$ cat src/rtl/systolic_pkg.sv
// Shared types for the systolic sequencer: FSM state encoding and drain length helper.
package systolic_pkg;

  typedef enum logic [2:0] {
    ST_IDLE  = 3'd0,
    ST_CLEAR = 3'd1,
    ST_FEED  = 3'd2,
    ST_DRAIN = 3'd3,
    ST_DONE  = 3'd4
  } seq_state_e;

  // Cycles for the last operand wavefront to cross an S x S array.
  function automatic int DRAIN_LEN(input int s);
    return 2 * s - 1;
  endfunction

endpackage

$ cat src/rtl/seq_down_cnt.sv
// Loadable down counter: load wins over decrement, holds at zero, flags terminal count.
module seq_down_cnt #(
  parameter int W = 4
) (
  input  logic         clk,
  input  logic         rst,
  input  logic         i_load,
  input  logic [W-1:0] i_load_val,
  input  logic         i_dec,
  output logic         o_zero
);

  logic [W-1:0] r_cnt;

  always_ff @(posedge clk or negedge rst) begin
    if (!rst) begin
      r_cnt <= '0;
    end else if (i_load) begin
      r_cnt <= i_load_val;
    end else if (i_dec && (r_cnt != '0)) begin
      r_cnt <= r_cnt - 1'b1;
    end
  end

  assign o_zero = (r_cnt == '0);

endmodule

$ cat src/rtl/systolic_seq_ctrl.sv
// Systolic array job sequencer: clear PEs, stream k_len operand beats, wait out the drain,
// pulse done. Defining SYS_SEQ_STALL_EN adds a stall input that freezes FEED/DRAIN.
//   state | meaning
//   IDLE  | waiting for start with nonzero k_len
//   CLEAR | one-cycle PE accumulator clear
//   FEED  | reading operand beats 0..k_len-1
//   DRAIN | 2*S-1 cycles for the last wavefront to leave the array
//   DONE  | one-cycle completion pulse
module systolic_seq_ctrl
  import systolic_pkg::*;
#(
  parameter int N  = 2,
  parameter int S  = 4,
  parameter int KW = 4
) (
  input  logic           clk,
  input  logic           rst,
  input  logic           start,
  input  logic [KW-1:0]  k_len,
  input  logic [S*N-1:0] a_vec,
  input  logic [S*N-1:0] b_vec,
`ifdef SYS_SEQ_STALL_EN
  input  logic           stall,
`endif
  output logic           rd_en,
  output logic [KW-1:0]  rd_addr,
  output logic [S*N-1:0] feed_a,
  output logic [S*N-1:0] feed_b,
  output logic           pe_clr,
  output logic           busy,
  output logic           done
);

  localparam int            DW         = $clog2(2 * S);
  localparam logic [DW-1:0] DRAIN_LAST = DW'(DRAIN_LEN(S) - 1);

  seq_state_e    r_state;
  logic          r_busy;
  logic          r_pe_clr;
  logic          r_done;
  logic          r_feed;
  logic          r_valid;
  logic [KW-1:0] r_rd_addr;

  logic w_stall;
  logic w_accept;
  logic w_feed_dec;
  logic w_drain_dec;
  logic w_feed_zero;
  logic w_drain_zero;

`ifdef SYS_SEQ_STALL_EN
  assign w_stall = stall;
`else
  assign w_stall = 1'b0;
`endif

  assign w_accept    = (r_state == ST_IDLE) && start && (k_len != '0);
  assign w_feed_dec  = (r_state == ST_FEED) && !w_stall;
  assign w_drain_dec = (r_state == ST_DRAIN) && !w_stall;

  // Feed counter holds k_len-1 from acceptance, so it doubles as the latched job length.
  seq_down_cnt #(.W(KW)) u_feed_cnt (
    .clk       (clk),
    .rst       (rst),
    .i_load    (w_accept),
    .i_load_val(k_len - 1'b1),
    .i_dec     (w_feed_dec),
    .o_zero    (w_feed_zero)
  );

  seq_down_cnt #(.W(DW)) u_drain_cnt (
    .clk       (clk),
    .rst       (rst),
    .i_load    (r_state == ST_CLEAR),
    .i_load_val(DRAIN_LAST),
    .i_dec     (w_drain_dec),
    .o_zero    (w_drain_zero)
  );

  always_ff @(posedge clk or negedge rst) begin
    if (!rst) begin
      r_state   <= ST_IDLE;
      r_busy    <= 1'b0;
      r_pe_clr  <= 1'b0;
      r_done    <= 1'b0;
      r_feed    <= 1'b0;
      r_rd_addr <= '0;
    end else begin
      r_pe_clr <= 1'b0;
      r_done   <= 1'b0;
      case (r_state)
        ST_IDLE: begin
          if (w_accept) begin
            r_state  <= ST_CLEAR;
            r_busy   <= 1'b1;
            r_pe_clr <= 1'b1;
          end
        end
        ST_CLEAR: begin
          r_state   <= ST_FEED;
          r_feed    <= 1'b1;
          r_rd_addr <= '0;
        end
        ST_FEED: begin
          if (!w_stall) begin
            if (w_feed_zero) begin
              r_state   <= ST_DRAIN;
              r_feed    <= 1'b0;
              r_rd_addr <= '0;
            end else begin
              r_rd_addr <= r_rd_addr + 1'b1;
            end
          end
        end
        ST_DRAIN: begin
          if (!w_stall && w_drain_zero) begin
            r_state <= ST_DONE;
            r_done  <= 1'b1;
          end
        end
        ST_DONE: begin
          r_state <= ST_IDLE;
          r_busy  <= 1'b0;
        end
        default: begin
          r_state <= ST_IDLE;
          r_busy  <= 1'b0;
          r_feed  <= 1'b0;
        end
      endcase
    end
  end

  // Operand buffer answers one cycle after the strobe; r_valid marks that cycle.
  always_ff @(posedge clk or negedge rst) begin
    if (!rst) begin
      r_valid <= 1'b0;
    end else begin
      r_valid <= rd_en;
    end
  end

  assign rd_en   = r_feed && !w_stall;
  assign rd_addr = r_rd_addr;
  assign feed_a  = r_valid ? a_vec : '0;
  assign feed_b  = r_valid ? b_vec : '0;
  assign pe_clr  = r_pe_clr;
  assign busy    = r_busy;
  assign done    = r_done;

endmodule

$ cat config.mk
export PLATFORM = sky130hd
export DESIGN_NAME = systolic_seq_ctrl
export DESIGN_NICKNAME = d
export VERILOG_FILES = /design/src/rtl/systolic_pkg.sv /design/src/rtl/seq_down_cnt.sv /design/src/rtl/systolic_seq_ctrl.sv
export SDC_FILE = /design/constraint.sdc
export NUM_CORES = 1
export LEC_CHECK = 0
export ABC_AREA = 1
export CORE_UTILIZATION = 39
export CTS_BUF_LIST = sky130_fd_sc_hd__clkbuf_8 sky130_fd_sc_hd__clkbuf_16
export CTS_CLUSTER_SIZE = 24
export DETAILED_ROUTE_END_ITERATION = 10
export PLACE_DENSITY = 0.83
export SLEW_MARGIN = 20
export SYNTH_ARGS = -nofsm -noshare
export SYNTH_HDL_FRONTEND = slang
export SYNTH_HIERARCHICAL = 1
export SYNTH_SLANG_ARGS = --single-unit
$ cat constraint.sdc
create_clock -name clk -period 1.2 [get_ports clk]
set_input_delay 0.36 -clock clk [delete_from_list [all_inputs] [get_ports clk]]
set_output_delay 0.36 -clock clk [all_outputs]
set_load 0.01 [all_outputs]
==> results.cfg <==
[drt]
dr.pass1.iters = 7
route.vias.total = 1445
wirelength_um = 3743
wire_per_inst_um = 12.44
ant_nets = 0
route.detailed.drc = 8
drt-vias-per-instance = 4.801
drtIter0Drc = 32

[yosys]
yosysSeqAreaShare_pct = 39.58
yosysWarningCount = 6
synthesis.area_um2 = 1201
synth-compound-area-share_pct = 3.333
postSynthCellCount = 180
avgSynthCellArea_um2 = 6.673
ys_types = 20
synth-seq-cells = 19
synth_xor_area_share_pct = 1.458
synthSimpleGateAreaFrac_pct = 35.94
synth_top_family_by_area = simple AND/OR/NAND/NOR gates
synth_fa_ha_area_share_pct = 5.208
muxShareOfSynthArea_pct = 0

[floorplanning]
die-area_um2 = 3306
core.rowCount = 19
dieWidth_um = 57.50
die_h_um = 57.50
coreArea_um2 = 2829
start_util_pct = 42.46
top_level_ports = 47

[timing]
setup-violations-final = 22
final-max-slew-violation-count = 0
hold_slack_ps = 442.8
finalHoldViolCount = 0
skew_ps = 2.766
tns_ps = -3499
setup_slack_ps = -210.2
max_freq_ghz = 0.7091
grt_setup_unrepaired = true
finalCriticalPeriod_ps = 1410
period_share_pct = 117.5

[run_status]
violations = design-rule violations, negative setup slack
outcome = finished, violations left

[global_routing]
gr-total-overflow = 0
antenna_found_initial = 0
grt_usage_pct = 20.80
grt_max_degree = 20
grt_pass1_vias = 1335
grt_pass1_wl_um = 5430

[worst_setup_path]
cp-start-kind = flip-flop
reg2reg_setup_slack_ps = -150
cp-end-kind = output pin
critPathRequiredTime_ps = 840
worst_ep_arrival_time_ps = 1050
cp_max_fo = 7
crit_type = flip-flop to output pin

[final_layout]
antennaDiodeCount = 0
drive_gt1_share_pct = 54.44
final_cell_mix = nand2_1 (33), buf_4 (30), nand2_2 (26)
fillCellCount = 175
nets = 299
seqCellArea_um2 = 476.7
multiInputGateArea_um2 = 813.3
final_common_cell = nand2_1
area_delta_synth_final_pct = 91.56

[placed_design]
gp_congestion = 0.8195
dp_hpwl_um = 2308
numPortBuffers = 46

[pwr]
p_leak_nw = 1.308
p_total_mw = 5.784
ir_drop_mv = 1.573
pwr_density_cell_nw_per_um2 = 2514

[cts]
max-clock-path-buffers = 2
cts_made_buffers = 3
cts-root-buf = clkbuf_8
cts_tree = built
cts_hold_buf = 0
clk-insertion-delay-late_ps = 260
cts_num_sinks = 19
clk_pin_slew_ps = 70
cts_max_level = 1

[run]
drv_cap = 0

[worst_hold_path]
hold_path_class = primary input to async pin
[cell usage after synthesis]
master / number / share of area (%)
nand2_1: 63 / 20
nand2_4: 1 / 0.94
dfrtp_1: 19 / 40
conb_1: 2 / 0.63
clkinv_1: 1 / 0.31
nor3_1: 1 / 0.42
nand3_1: 16 / 6.7
inv_2: 2 / 0.63
nand3b_1: 2 / 1.2
a21oi_1: 1 / 0.42
nand4_1: 3 / 1.6
buf_2: 1 / 0.42
xor2_1: 2 / 1.5
inv_1: 39 / 12
ha_1: 5 / 5.2
clkbuf_1: 1 / 0.31
nand2_2: 4 / 2.1
o21ai_0: 7 / 2.9
nor2_2: 1 / 0.52
nor2_1: 9 / 2.8
[worst paths after layout]
| check | startpoint | endpoint | cells after the start |
|---|---|---|---|
| min in group clk | rd_en | r_valid | 1 |
| hold / removal | rst | rd_addr[3] | 2 |
| hold reg to reg | rd_en | r_valid | 1 |
| setup reg to reg | r_state[1] | u_feed_cnt/r_cnt[3] | 10 |
| max in group asynchronous | rst | r_state[2] | 2 |
| setup / recovery | r_valid | feed_b[2] | 4 |
[cell type report]
cell class | instances | area share, %
multi-input cells | 118 | 35.35
repair buffers | 87 | 32.35
flip-flops and latches | 19 | 20.72
inverters | 42 | 7.939
clock buffers | 3 | 1.794
well taps | 31 | 1.686
clock inverters | 1 | 0.1631
[cells by family (layout without fill, tap and decap cells)]
group,count (synthesis),count (layout)
flops,19,19
buf+inv,44,133
fa+ha+maj,5,5
simple gates,100,100
xor+xnor,2,2
compound gates,8,8
other cells,2,3
[where the power goes]
part	switching [mW]	internal, mW
Sequential	0.190	0.925
Clock	0.211	0.228
Combinational	2.22	2.01
[through the flow]
step / utilization (%) / instance area, um2 / setup WS (ps) / std cells
detailed placement: 69.04 / 1953 / -632.2 / 286
global route: 81.34 / 2301 / -259.3 / 301
CTS: 71.74 / 2029 / -218.1 / 297
floorplan: - / 1225 / -10.82 / 181
global placement: 69.04 / 1953 / -605.1 / 286
finish: 81.34 / 2301 / -210.2 / 301
[flip-flops by register name (all words and copies together), names as in the netlist]
signal / cells
busy: 1
done: 1
pe_clr: 1
r_state: 3
r_valid: 1
rd_addr: 4
rd_en: 1
u_drain_cnt/r_cnt: 3
u_feed_cnt/r_cnt: 4
[metal layers]
layer  vias up  track usage, %  routed length [um]
met1       677           24.36                1494
met4         0           5.923                  51
met3         6           4.989                 230
met5         -               0                   0
met2        40           37.54                1967
li1        722               -                   -
[critical path, cell delays in order, from the launching register on]
cell and delay [ps]:
dfrtp_1 420, buf_6 160, nand2_2 50, inv_1 30, buf_2 130
[what timing repair did]
action                     4_1_cts  5_1_grt
setup buffers                    6        8
setup endpoints to repair       39       31
resized for setup              146       79
gates cloned                     1        0
pin swaps                        7       22
(Power assumes the default switching activity.)
